==> config.mk <==
export PLATFORM = sky130hd
export DESIGN_NAME = bch_dec_stream
export DESIGN_NICKNAME = d
export VERILOG_FILES = /design/src/rtl/bch_dec_stream.sv
export SDC_FILE = /design/constraint.sdc
export NUM_CORES = 1
export LEC_CHECK = 0
export ABC_CLOCK_PERIOD_IN_PS = 7800
export BUFFER_PORTS_ARGS = -buffer_cell sky130_fd_sc_hd__buf_2
export CELL_PAD_IN_SITES_DETAIL_PLACEMENT = 0
export CELL_PAD_IN_SITES_GLOBAL_PLACEMENT = 1
export CORE_MARGIN = 1.5
export CORE_UTILIZATION = 45
export CTS_CLUSTER_DIAMETER = 40
export DETAILED_ROUTE_END_ITERATION = 6
export GPL_TIMING_DRIVEN = 0
export PLACE_DENSITY_LB_ADDON = 0.1
export SLEW_MARGIN = 20
export SYNTH_ARGS = -nofsm -noshare
export SYNTH_HDL_FRONTEND = slang
export SYNTH_SLANG_ARGS = --single-unit
==> constraint.sdc <==
create_clock -name clk -period 7.8 [get_ports clk]
set_input_delay 1.56 -clock clk [delete_from_list [all_inputs] [get_ports clk]]
set_output_delay 1.56 -clock clk [all_outputs]
set_load 0.05 [all_outputs]
==> src/rtl/bch_dec_stream.sv <==
// Streaming BCH(15,7) t=2 decoder over GF(16) (x^4+x+1): syndromes, closed-form
// error locator, CHIEN_PAR-wide sequential Chien search, saturating statistics.
module bch_dec_stream #(
  parameter int CHIEN_PAR = 1,
  parameter int CNT_W     = 16
) (
  input  logic             clk,
  input  logic             rst,
  input  logic             in_valid,
  output logic             in_ready,
  input  logic [14:0]      in_data,
  output logic             out_valid,
  input  logic             out_ready,
  output logic [14:0]      out_data,
  output logic [6:0]       out_msg,
  output logic [1:0]       out_nerr,
  output logic             out_uncorr,
  output logic [3:0]       out_s1,
  output logic [3:0]       out_s3,
  input  logic             stat_clr,
  output logic [CNT_W-1:0] cnt_words,
  output logic [CNT_W-1:0] cnt_corr,
  output logic [CNT_W-1:0] cnt_uncorr
);

  localparam int         NK     = 15 / CHIEN_PAR;
  localparam logic [3:0] K_LAST = 4'(NK - 1);

  typedef enum logic [1:0] {IDLE, SYND, CHIEN, OUT} state_t;

  function automatic logic [3:0] gf_mul(input logic [3:0] a, input logic [3:0] b);
    logic [3:0] p;
    logic [3:0] t;
    p = 4'h0;
    t = a;
    for (int n = 0; n < 4; n++) begin
      p = b[n] ? (p ^ t) : p;
      t = t[3] ? ({t[2:0], 1'b0} ^ 4'h3) : {t[2:0], 1'b0};
    end
    return p;
  endfunction

  function automatic logic [3:0] alpha_pow(input logic [3:0] e);
    case (e)
      4'd0:  return 4'h1;
      4'd1:  return 4'h2;
      4'd2:  return 4'h4;
      4'd3:  return 4'h8;
      4'd4:  return 4'h3;
      4'd5:  return 4'h6;
      4'd6:  return 4'hC;
      4'd7:  return 4'hB;
      4'd8:  return 4'h5;
      4'd9:  return 4'hA;
      4'd10: return 4'h7;
      4'd11: return 4'hE;
      4'd12: return 4'hF;
      4'd13: return 4'hD;
      4'd14: return 4'h9;
      default: return 4'h1;
    endcase
  endfunction

  function automatic logic [3:0] gf_inv(input logic [3:0] a);
    case (a)
      4'h1: return 4'h1;
      4'h2: return 4'h9;
      4'h3: return 4'hE;
      4'h4: return 4'hD;
      4'h5: return 4'hB;
      4'h6: return 4'h7;
      4'h7: return 4'h6;
      4'h8: return 4'hF;
      4'h9: return 4'h2;
      4'hA: return 4'hC;
      4'hB: return 4'h5;
      4'hC: return 4'hA;
      4'hD: return 4'h4;
      4'hE: return 4'h3;
      4'hF: return 4'h8;
      default: return 4'h0;
    endcase
  endfunction

  function automatic logic [CNT_W-1:0] sat_inc(input logic [CNT_W-1:0] v);
    return (v == {CNT_W{1'b1}}) ? v : v + CNT_W'(1);
  endfunction

  state_t           state_q, state_d;
  logic [14:0]      raw_q, raw_d, work_q, work_d;
  logic [3:0]       l1_q, l1_d, l2_q, l2_d, s1_q, s1_d, s3_q, s3_d;
  logic [1:0]       deg_q, deg_d;
  logic             bad_q, bad_d;
  logic [3:0]       roots_q, roots_d, k_q, k_d;
  logic             ov_q, ov_d, ou_q, ou_d;
  logic [14:0]      od_q, od_d;
  logic [1:0]       on_q, on_d;
  logic [3:0]       os1_q, os1_d, os3_q, os3_d;
  logic [CNT_W-1:0] cw_q, cw_d, cc_q, cc_d, cu_q, cu_d;
  logic [3:0]       syn1_s, syn3_s, cube_s;
  logic [14:0]      chien_word_s;
  logic [3:0]       chien_roots_s;
  logic             uncorr_s, hs_s;

  // Syndromes of the latched word: S1 = r(alpha), S3 = r(alpha^3).
  always_comb begin
    syn1_s = 4'h0;
    syn3_s = 4'h0;
    for (int i = 0; i < 15; i++) begin
      syn1_s = raw_q[i] ? (syn1_s ^ alpha_pow(4'(i))) : syn1_s;
      syn3_s = raw_q[i] ? (syn3_s ^ alpha_pow(4'((3 * i) % 15))) : syn3_s;
    end
    cube_s = gf_mul(gf_mul(syn1_s, syn1_s), syn1_s);
  end

  // Evaluate L(alpha^-i) for this cycle's slice of positions and flip the roots.
  always_comb begin : chien_eval
    logic [3:0] idx, e1, e2, ev;
    idx = 4'h0; e1 = 4'h0; e2 = 4'h0; ev = 4'h0;
    chien_word_s  = work_q;
    chien_roots_s = roots_q;
    for (int j = 0; j < CHIEN_PAR; j++) begin
      idx = 4'(int'(k_q) * CHIEN_PAR + j);
      e1  = 4'((15 - int'(idx)) % 15);
      e2  = 4'((2 * int'(e1)) % 15);
      ev  = 4'h1 ^ gf_mul(l1_q, alpha_pow(e1)) ^ gf_mul(l2_q, alpha_pow(e2));
      if (ev == 4'h0) begin
        chien_word_s[idx] = ~chien_word_s[idx];
        chien_roots_s     = chien_roots_s + 4'd1;
      end else begin
        chien_roots_s = chien_roots_s;
      end
    end
  end

  assign uncorr_s = bad_q | (roots_q != {2'b00, deg_q});
  assign hs_s     = ov_q & out_ready;

  // Decoder FSM next-state and datapath register loads.
  always_comb begin
    state_d = state_q; raw_d = raw_q; work_d = work_q;
    l1_d = l1_q; l2_d = l2_q; deg_d = deg_q; bad_d = bad_q;
    s1_d = s1_q; s3_d = s3_q; roots_d = roots_q; k_d = k_q;
    ov_d = ov_q; od_d = od_q; on_d = on_q; ou_d = ou_q; os1_d = os1_q; os3_d = os3_q;
    case (state_q)
      IDLE: begin
        if (in_valid) begin
          raw_d   = in_data;
          work_d  = in_data;
          state_d = SYND;
        end else begin
          state_d = IDLE;
        end
      end
      SYND: begin
        s1_d = syn1_s;
        s3_d = syn3_s;
        roots_d = 4'd0;
        k_d = 4'd0;
        state_d = CHIEN;
        // S1=0 leaves L(x)=1, so the fixed-latency search finds no roots.
        if (syn1_s == 4'h0) begin
          l1_d = 4'h0; l2_d = 4'h0; deg_d = 2'd0; bad_d = (syn3_s != 4'h0);
        end else if (syn3_s == cube_s) begin
          l1_d = syn1_s; l2_d = 4'h0; deg_d = 2'd1; bad_d = 1'b0;
        end else begin
          l1_d = syn1_s; l2_d = gf_mul(syn3_s ^ cube_s, gf_inv(syn1_s));
          deg_d = 2'd2; bad_d = 1'b0;
        end
      end
      CHIEN: begin
        work_d  = chien_word_s;
        roots_d = chien_roots_s;
        if (k_q == K_LAST) begin
          state_d = OUT;
        end else begin
          k_d = k_q + 4'd1;
        end
      end
      OUT: begin
        if (!ov_q) begin
          ov_d  = 1'b1;
          ou_d  = uncorr_s;
          od_d  = uncorr_s ? raw_q : work_q;
          on_d  = uncorr_s ? 2'd0 : roots_q[1:0];
          os1_d = s1_q;
          os3_d = s3_q;
        end else if (out_ready) begin
          ov_d    = 1'b0;
          state_d = IDLE;
        end else begin
          ov_d = 1'b1;
        end
      end
      default: state_d = IDLE;
    endcase
  end

  // Statistics counters: clear wins over a same-cycle handshake.
  always_comb begin
    cw_d = cw_q; cc_d = cc_q; cu_d = cu_q;
    if (stat_clr) begin
      cw_d = '0; cc_d = '0; cu_d = '0;
    end else if (hs_s) begin
      cw_d = sat_inc(cw_q);
      if (ou_q) begin
        cu_d = sat_inc(cu_q);
      end else if (on_q != 2'd0) begin
        cc_d = sat_inc(cc_q);
      end else begin
        cc_d = cc_q;
      end
    end else begin
      cw_d = cw_q;
    end
  end

  // State, datapath and output registers.
  always_ff @(posedge clk or posedge rst) begin
    if (rst) begin
      state_q <= IDLE; raw_q <= 15'h0; work_q <= 15'h0;
      l1_q <= 4'h0; l2_q <= 4'h0; deg_q <= 2'd0; bad_q <= 1'b0;
      s1_q <= 4'h0; s3_q <= 4'h0; roots_q <= 4'd0; k_q <= 4'd0;
      ov_q <= 1'b0; od_q <= 15'h0; on_q <= 2'd0; ou_q <= 1'b0;
      os1_q <= 4'h0; os3_q <= 4'h0;
      cw_q <= '0; cc_q <= '0; cu_q <= '0;
    end else begin
      state_q <= state_d; raw_q <= raw_d; work_q <= work_d;
      l1_q <= l1_d; l2_q <= l2_d; deg_q <= deg_d; bad_q <= bad_d;
      s1_q <= s1_d; s3_q <= s3_d; roots_q <= roots_d; k_q <= k_d;
      ov_q <= ov_d; od_q <= od_d; on_q <= on_d; ou_q <= ou_d;
      os1_q <= os1_d; os3_q <= os3_d;
      cw_q <= cw_d; cc_q <= cc_d; cu_q <= cu_d;
    end
  end

  assign in_ready   = (state_q == IDLE);
  assign out_valid  = ov_q;
  assign out_data   = od_q;
  assign out_msg    = od_q[14:8];
  assign out_nerr   = on_q;
  assign out_uncorr = ou_q;
  assign out_s1     = os1_q;
  assign out_s3     = os3_q;
  assign cnt_words  = cw_q;
  assign cnt_corr   = cc_q;
  assign cnt_uncorr = cu_q;

endmodule
After elaboration in Yosys (flattened, before gate mapping)
Memory sizes are Yosys's and may differ from the RTL's.
Cells that the tools add are included.
{"block": "classes", "addsub": 6, "div_mod_pow": 2, "magnitude_cmp": 2, "eq_ne": 19, "mux": 106, "bitwise": 65, "reduce_logical": 20}
{"operator": "16-bit 2-to-1 mux", "n": 12}
{"operator": "4-bit 2-to-1 mux", "n": 48}
{"operator": "4-bit XOR", "n": 17}
{"operator": "2-bit NOT", "n": 27}
{"operator": "16-bit by 1-bit adder with 16-bit output, second input constant", "n": 3}
{"operator": "16-bit == test, second input constant", "n": 3}
{"operator": "2-bit 2-to-1 mux", "n": 23}
{"operator": "15-bit 2-to-1 mux", "n": 3}
{"operator": "32-bit by 5-bit modulo with 32-bit output, second input constant", "n": 1}
{"operator": "6-bit by 5-bit modulo with 32-bit output, second input constant", "n": 1}
{"operator": "15-bit case mux with 2 select lines", "n": 1}
{"operator": "2-bit inequality test, second input constant", "n": 10}
{"operator": "4-bit NOT", "n": 4}
{"operator": "4-bit case mux with 2 select lines", "n": 2}
{"operator": "15-bit bitwise mux", "n": 1}
{"operator": "3-bit 2-to-1 mux", "n": 4}
{"operator": "3-bit NOT", "n": 4}
{"operator": "2-bit nonzero test", "n": 6}
{"operator": "2-bit AND reduction", "n": 5}
{"operator": "1-bit 2-to-1 mux", "n": 9}
{"operator": "3-bit AND reduction", "n": 3}
{"operator": "4-bit by 1-bit adder with 4-bit output, second input constant", "n": 2}
{"operator": "4-bit zero test", "n": 2}
{"operator": "2-bit case mux with 4 select lines", "n": 1}
{"operator": "18 further kinds", "n": 28}
{"block": "word_totals", "ff_bits": 134, "rom_bits": 192, "in_bits": 20, "out_inout_bits": 83, "wordCells": 243, "memories": 3}
{"memory": "(no name shown)", "words": 16, "word_bits": 4, "rd": 1, "rd_clocked_by_memory_dff": 0, "wr": 0, "line_no": "65", "text": "case (a)"}
{"memory": "(no name shown)", "words": 16, "word_bits": 4, "rd": 1, "rd_clocked_by_memory_dff": 0, "wr": 0, "line_no": "44", "text": "case (e)"}
{"memory": "(no name shown)", "words": 16, "word_bits": 4, "rd": 1, "rd_clocked_by_memory_dff": 0, "wr": 0, "line_no": "44"}

Depth between registers and ports, before layout
Gate-level depths: netlist (run 1).
{"block": "depth", "ltp_word": 55, "depth_mapped": 28, "depth_no_buf": 23}

Worst setup path before layout (run 1)
OpenSTA, ideal clock, no wires.
{"block": "synth_timing", "path_kind": "reg-to-reg", "from": "reg k_q[0]", "to": "reg work_q[3]", "setup_ns": 0.126, "t_arrival_ns": 5.775, "required_ns": 7.674, "path_slack_ns": 1.899, "stages_incl_launch_ff": 27, "path_buffers": 5, "period_less_slack_ns": 5.901, "cell_sequence": "dfrtp_1 -> clkbuf_1 -> clkbuf_1 -> inv_1 -> ha_1 -> buf_2 -> nor3b_1 -> a21boi_0 -> ha_1 -> and3_1 -> inv_1 -> ha_1 -> nor4_1 -> nand2_1 -> a211o_1 -> ha_1 -> inv_1 -> mux4_2 -> o22a_1 -> o221ai_1 -> a21oi_1 -> xnor3_1 -> and4_1 -> buf_2 -> buf_2 -> a311o_1 -> o311a_1"}
{"block": "synth_between", "elab_chain_len": 15, "elab_cells_between_ends": 35, "cone_classes": "add/sub (1); div (2); order compare (2); eq/ne (1); mux (15); bitwise (9); reduce/logical (3); memory (2)"}
{"item": "start, declared", "line_no": "94", "text": "logic [3:0] roots_q, roots_d, k_q, k_d;"}
{"item": "start signal, assigned", "line_no": "223", "text": "s1_q <= 4'h0; s3_q <= 4'h0; roots_q <= 4'd0; k_q <= 4'd0;"}
{"item": "start signal, assigned", "line_no": "230", "text": "s1_q <= s1_d; s3_q <= s3_d; roots_q <= roots_d; k_q <= k_d;"}
{"item": "4-bit by 4-bit subtractor with 5-bit output", "line_no": "124", "text": "e1 = 4'((15 - int'(idx)) % 15);"}
{"item": "32-bit by 5-bit modulo with 32-bit output", "line_no": "124"}
{"item": "6-bit by 5-bit modulo with 32-bit output / memory read 16 x 4 bit (equally long branches)"}
{"item": "memory read 16 x 4 bit / 4-bit 2-to-1 mux (equally long branches)"}
{"item": "4-bit 2-to-1 mux / 4-bit XOR (equally long branches)", "line_no": "37", "text": "p = b[n] ? (p ^ t) : p;"}
{"item": "4-bit XOR / 4-bit 2-to-1 mux (equally long branches)", "line_no": "37"}
{"item": "4-bit 2-to-1 mux / 4-bit XOR (equally long branches)", "line_no": "37"}
{"item": "4-bit XOR / 4-bit 2-to-1 mux (equally long branches)", "line_no": "37"}
{"item": "4-bit 2-to-1 mux / 4-bit XOR (equally long branches)", "line_no": "37"}
{"item": "4-bit XOR / 4-bit 2-to-1 mux (equally long branches)", "line_no": "37"}
{"item": "4-bit 2-to-1 mux / 1-bit NOT (equally long branches)"}
{"item": "4-bit XOR", "line_no": "126", "text": "ev = 4'h1 ^ gf_mul(l1_q, alpha_pow(e1)) ^ gf_mul(l2_q, alpha_pow(e2));"}
{"item": "4-bit zero test", "line_no": "127", "text": "if (ev == 4'h0) begin"}
{"item": "2-bit inequality test (no line)"}
{"item": "3-bit AND reduction (no line)"}
{"item": "end signal, assigned", "line_no": "228", "text": "state_q <= state_d; raw_q <= raw_d; work_q <= work_d;"}
{"item": "end, declared", "line_no": "90", "text": "logic [14:0] raw_q, raw_d, work_q, work_d;"}
Parallel ways exist; a longest one is shown, timed or not. The select of a mux whose other input is x is not followed.
A chain may end at the register's enable or synchronous reset.

Worst setup path after layout (run 1)
{"block": "layout_timing", "from": "reg k_q[0]", "to": "reg work_q[11]"}
Same word-level chain as after synthesis.

==> reports/summary.txt, run 1 <==
Row Count = 52
Seq cells post-synth = 134
Mapped Cells = 1014
core area = 20200 sq um
predominant post-synthesis flop cell = dfrtp_1
via count = 7725
Setup crit end kind = register
routed length per instance = 16.5 um
DRT Pass-1 Iters = 5
Levels on crit path = 26
Commonest cells post-synth = dfrtp_1 (134), nand2_1 (125), nor2_1 (105)
Worst Hold Path Cells = 2
global route overflow = 0
CTS sink cnt = 134
outcome = complete, no violations
setup bufs post-CTS = 0
share of cells above drive strength 1 = 16.5%
CP Launch Type = register
met1 Usage GRT = 31.0%
EDFF count, synth = 0
synth-to-layout area growth = 16.0%
synthesized area per cell = 9.13 sq um
Final Cycle Share = 90.6%
worst path bufs/invs = 7
pre-CTS setup slack = 790 ps
critical path type = reg2reg
overall die width = 146 um
# diodes = 0
Hold Path Class = reg2reg
Detailed Route Iter0 Violations = 367
antenna-violating nets left = 0
routed vias/inst = 5.44
Reg clk slew, reported paths = 60 ps
skew final = 8.69 ps
root buf cell = clkbuf_16
Worst Tran Pin Value = 733 ps
Initial Util = 45.7%
CTS tree = built
RSZ-0062 raised after global routing = no
Tot GR Track Use = 22.5%
routability congestion estimate = 0.861
final critical-path required period = 7060 ps
ranking of synthesized cells by area = dfrtp_1 (36%), ha_1 (5.3%), nand2_1 (5.1%)
CP Max Fanout = 10
post-synth net total = 1073
Port Buffers = 102
CP top delay family = buffers and inverters
Post-synth ARST share = 100%
worst setup margin = 736 ps
final hold violation count = 0
CTS resizes = 0
H-tree depth = 4
Final Slew Violations = 0
Post-Syn Area = 9250 sq um
Crit-path slowest cell = clkbuf_1
post-synth top area cell = dfrtp_1
Post-Route WL = 23.4 mm
Reg2Reg Depth = 26
die area = 21400 sq um
hpwl dp = 17.6 mm
FMAX = 0.142 GHz
Crit path largest cell delay = 600 ps
Setup TNS = 0 ps
largest net degree at the start of global routing = 79
initial antenna violation count = 0
final setup vio count = 0
Worst path most repeated cell = ha_1
clock buffer depth = 2
first-pass GRT wire length = 39.0 mm
post-synthesis sequential area ratio = 36.2%
most frequent cell after synthesis = dfrtp_1
Max-cap violations = 0
worst rel slew slack = 50.6%
vias in the first global route = 7520
Die Height = 146 um
met2 Usage GRT = 36.9%
GRT met3 Usage = 3.34%
critical path data required time = 8110 ps
GR peak layer = met2
fin nets = 1195
Yosys top cell area share = 36.2%
Clock Latency Late Sink = 420 ps
DRC = 0
CP arrival = 7370 ps
distinct cell type count after synthesis = 80
Synthesis Warnings = 0
Hold Buf Count CTS = 0
TritonCTS Buffers = 17
Top Ports = 103
[flip-flops by register name, indices dropped and copies added (netlist names)]
signal,cells
bad_q,1
cnt_corr,16
cnt_uncorr,16
cnt_words,16
deg_q,2
k_q,4
l1_q,4
l2_q,4
out_data,15
out_nerr,2
out_s1,4
out_s3,4
out_uncorr,1
out_valid,1
raw_q,15
roots_q,4
s1_q,4
s3_q,4
state_q,2
work_q,15
[final timing paths]
| check | start | end | slack [ps] |
|---|---|---|---|
| worst min-delay path | s1_q[1] | out_s1[1] | 460 |
| worst max-delay path | k_q[0] | work_q[11] | 740 |
| worst min register to register | s1_q[1] | out_s1[1] | 460 |
| min in group asynchronous | rst | cnt_corr[3] | 1140 |
| max in group asynchronous | rst | work_q[2] | 5910 |
| worst max register to register | k_q[0] | work_q[11] | 740 |
[through the flow]
stage / hold WS [ps] / util [%] / instances / cell area, sq um
floorplan: 439 / - / 1014 / 9250
global placement: 452 / 49.9 / 1386 / 10100
detailed placement: 455 / 50.1 / 1387 / 10100
CTS: 467 / 53.1 / 1419 / 10700
global route: 486 / 53.1 / 1419 / 10700
finish: 461 / 53.1 / 1419 / 10700
[layer usage]
| metal | wire [um] | part of all wire [%] |
|---|---|---|
| met1 | 11100 | 47 |
| met5 | 0 | 0 |
| met2 | 11000 | 47 |
| met3 | 985 | 4.2 |
| met4 | 288 | 1.2 |
[worst register-to-register path, cell delays in order (launching register included)]
cell and delay, ps:
dfrtp_1 430, clkbuf_1 360, clkbuf_1 600, inv_1 260
ha_1 300, buf_2 210, nor3b_1 190, a21boi_0 270
ha_1 270, and3_1 190, inv_1 70, ha_1 270
nor4_1 250, nand2_1 90, a211o_1 340, ha_1 300
a21boi_0 170, o21ai_1 140, and2_1 240, or4_1 480
o311ai_1 120, xor2_1 300, and4_1 240, buf_2 190
buf_2 270, nand3_1 110, a211oi_1 310
[cell usage in the layout, fill, tap and decap left out, drive strengths merged, types with 15 or more instances in the layout]
cell	n
dfrtp	134
clkbuf	57
buf	120
nor2	105
nand2	125
xor2	54
inv	44
a21oi	46
ha	39
xnor2	49
o22ai	15
mux2	16
o21ai	49
mux2i	23
nand3	45
[layout make-up]
class | instances | area (sq um)
Clock buffer | 19 | 453
Clock inverter | 13 | 146
Multi-Input combinational cell | 782 | 5500
Tap cell | 270 | 338
Inverter | 43 | 174
Fill cell | 1952 | 9500
Sequential cell | 134 | 3350
Buffer | 55 | 238
Timing Repair Buffer | 103 | 538
[kinds of logic (layout without fill, tap and decap cells)]
group | count (synthesis) | in the layout | synth area share, %
AOI/OAI and AO/OA | 206 | 206 | 15.3
xor gates and xnor gates | 117 | 117 | 14.1
adders and majority gates | 39 | 39 | 5.27
buffers and inverters | 98 | 233 | 4.37
DFF | 134 | 134 | 36.2
muxes | 45 | 45 | 5.90
and+or+nand+nor | 375 | 375 | 18.8
Power of run 1 is left out: the tool's default activity adds up to more than one toggle a clock period on the data nets, which glitch-free logic cannot reach.
==> run 2: changes to the inputs <==
--- a/config.mk
+++ b/config.mk
@@ -8,13 +8,15 @@
 export ABC_CLOCK_PERIOD_IN_PS = 7800
 export BUFFER_PORTS_ARGS = -buffer_cell sky130_fd_sc_hd__buf_2
 export CELL_PAD_IN_SITES_DETAIL_PLACEMENT = 0
-export CELL_PAD_IN_SITES_GLOBAL_PLACEMENT = 1
+export CELL_PAD_IN_SITES_GLOBAL_PLACEMENT = 2
 export CORE_MARGIN = 1.5
-export CORE_UTILIZATION = 45
+export CORE_UTILIZATION = 37
 export CTS_CLUSTER_DIAMETER = 40
 export DETAILED_ROUTE_END_ITERATION = 6
 export GPL_TIMING_DRIVEN = 0
 export PLACE_DENSITY_LB_ADDON = 0.1
+export RECOVER_POWER = 25
+export SKIP_LAST_GASP = 1
 export SLEW_MARGIN = 20
 export SYNTH_ARGS = -nofsm -noshare
 export SYNTH_HDL_FRONTEND = slang
==> reports/summary.txt, run 2 (synthesis results as in run 1) <==
Port Buffers = 102 (unchanged)
via count = 7643 (-1.1%)
Setup crit end kind = register
commonest non-fill, non-tap cell in the layout = dfrtp_1
Top Ports = 103 (unchanged)
outcome = finished, violations left
setup bufs post-CTS = 0 (unchanged)
Hold Crit Start = s3_q[1]
Max-cap violations = 2 (+2)
Row Count = 57 (+9.6%)
Initial Util = 37.8% (-7.9 points)
RR Startpoint = k_q[0]
routed vias/inst = 5.19 (-4.7%)
clock buffer depth = 2 (unchanged)
Crit path largest cell delay = 470 ps (-130 ps)
Setup TNS = 0 ps (unchanged)
Detailed Route Iter0 Violations = 476 (+30%)
RSZ-0062 raised after global routing = no
Worst Hold Path Cells = 2 (unchanged)
CP Max Fanout = 10 (unchanged)
CP arrival = 7230 ps (-140 ps)
final hold violation count = 0 (unchanged)
Final Cycle Share = 88.8% (-1.8 points)
hpwl dp = 19.0 mm (+7.8%)
RR Endpoint = work_q[5]
Hold Path Class = reg2reg
first-pass GRT wire length = 41.1 mm (+5.4%)
Worst Tran Pin Value = 2540 ps (+1800 ps)
die area = 26000 sq um (+21%)
core area = 24500 sq um (+21%)
DRT Pass-1 Iters = 4 (-1)
share of cells above drive strength 1 = 16.4% (-0.087 points)
DP Cell Count = 1441 (+3.9%)
Hold Worst Slack = 466 ps (+4.90 ps)
Die Height = 161 um (+10%)
Reg2Reg Depth = 26 (unchanged)
Multi-input gate area = 5500 sq um (unchanged)
FMAX = 0.144 GHz (+2.0%)
Crit-path slowest cell = or4_1
Worst path most repeated cell = ha_1
vias in the first global route = 7451 (-0.92%)
TritonCTS Buffers = 17 (unchanged)
most frequent cells in the layout = dfrtp_1 (134), nand2_1 (125), nor2_1 (105), buf_2 (105), xor2_1 (51)
Hold Buf Count CTS = 0 (unchanged)
H-tree depth = 4 (unchanged)
Reg clk slew, reported paths = 70 ps (about the same)
Non-Filler Instances = 1473 (+3.8%)
Register Area = 3350 sq um (unchanged)
critical path data required time = 8110 ps (about the same)
failing checks = max-capacitance violations, max-slew violations
CTS resizes = 0 (unchanged)
CTS sink cnt = 134 (unchanged)
Post-Route WL = 25.1 mm (+7.2%)
routability congestion estimate = 0.805 (-6.6%)
# diodes = 0 (unchanged)
fin nets = 1195 (unchanged)
filler instances = 2472 (+27%)
worst path bufs/invs = 6 (-1)
critical path type = reg2reg
R2R setup slack = 880 ps (+140 ps)
global route overflow = 0 (unchanged)
CP Launch Type = register
CTS tree = built
worst rel slew slack = -69.0% (-120 points)
final critical-path required period = 6920 ps (-140 ps)
synth-to-layout area growth = 16.4%
root buf cell = clkbuf_16
Hold EP = out_s3[1]
DRC = 0 (unchanged)
antenna-violating nets left = 0 (unchanged)
Final Slew Violations = 137 (+137)
Clock Latency Late Sink = 430 ps (about the same)
largest net degree at the start of global routing = 100 (+27%)
overall die width = 161 um (+10%)
final setup vio count = 0 (unchanged)
CP top delay family = simple AND/OR/NAND/NOR gates
skew final = 13.8 ps (+5.11 ps)
initial antenna violation count = 0 (unchanged)
Tot GR Track Use = 20.0% (-2.6 points)
routed length per instance = 17.0 um (+3.2%)
## run 2: changes by cell type in the layout (fill, tap and decap cells not counted), moves of 2 or more
cell,change
clkinv_2,-2
clkbuf_2,+2
inv_6,+2
clkbuf_8,-2
clkinv_4,-2
clkinvlp_4,+2
## run 2: worst min-delay path, delay by kind of cell, from the launching register on
| kind | cells | cell delay [ps] |
|---|---|---|
| flip-flops | 1 | 340 |
| AND/OR/NAND/NOR | 2 | 100 |
## run 2: layout make-up
type	count	share of cell area [%]
multi-input cells	782	51.0
flip-flops and latches	134	31.1
repair buffers	103	4.77
clock buffers	18	3.98
well taps	324	3.76
plain buffers	55	2.22
clock inverters	14	1.56
inverters	43	1.56
## run 2: how the worst max path moves through the flow
stage,endpoint,depth (start not counted),from
after floorplan,work_q[3],26,k_q[0]
after global placement,work_q[8],25,k_q[0]
after detailed placement,work_q[8],25,k_q[0]
after CTS,work_q[8],25,k_q[0]
after global routing,work_q[14],26,k_q[0]
final,work_q[5],26,k_q[0]
## run 2: metal layers
layer  global-route usage [%]  share of wire (%)  vias to the layer above  wire, um
met5                        0                  0                        -         0
met4                     4.76               0.94                        0       236
met3                     2.95                3.2                       17       791
met2                     33.2                 48                      128     11900
met1                     27.4                 48                     3679     12100
li1                         -                  -                     3819         -
## run 2: through the flow
stage	setup WS [ps]	utilization [%]	instance area (sq um)
2_1_floorplan	1900	-	9250
3_3_place_gp	633	41.6	10200
3_5_place_dp	650	41.7	10200
4_1_cts	638	44.2	10800
5_1_grt	151	44.0	10800
6_report	876	44.0	10800
Power of run 2 is left out for the same reason.
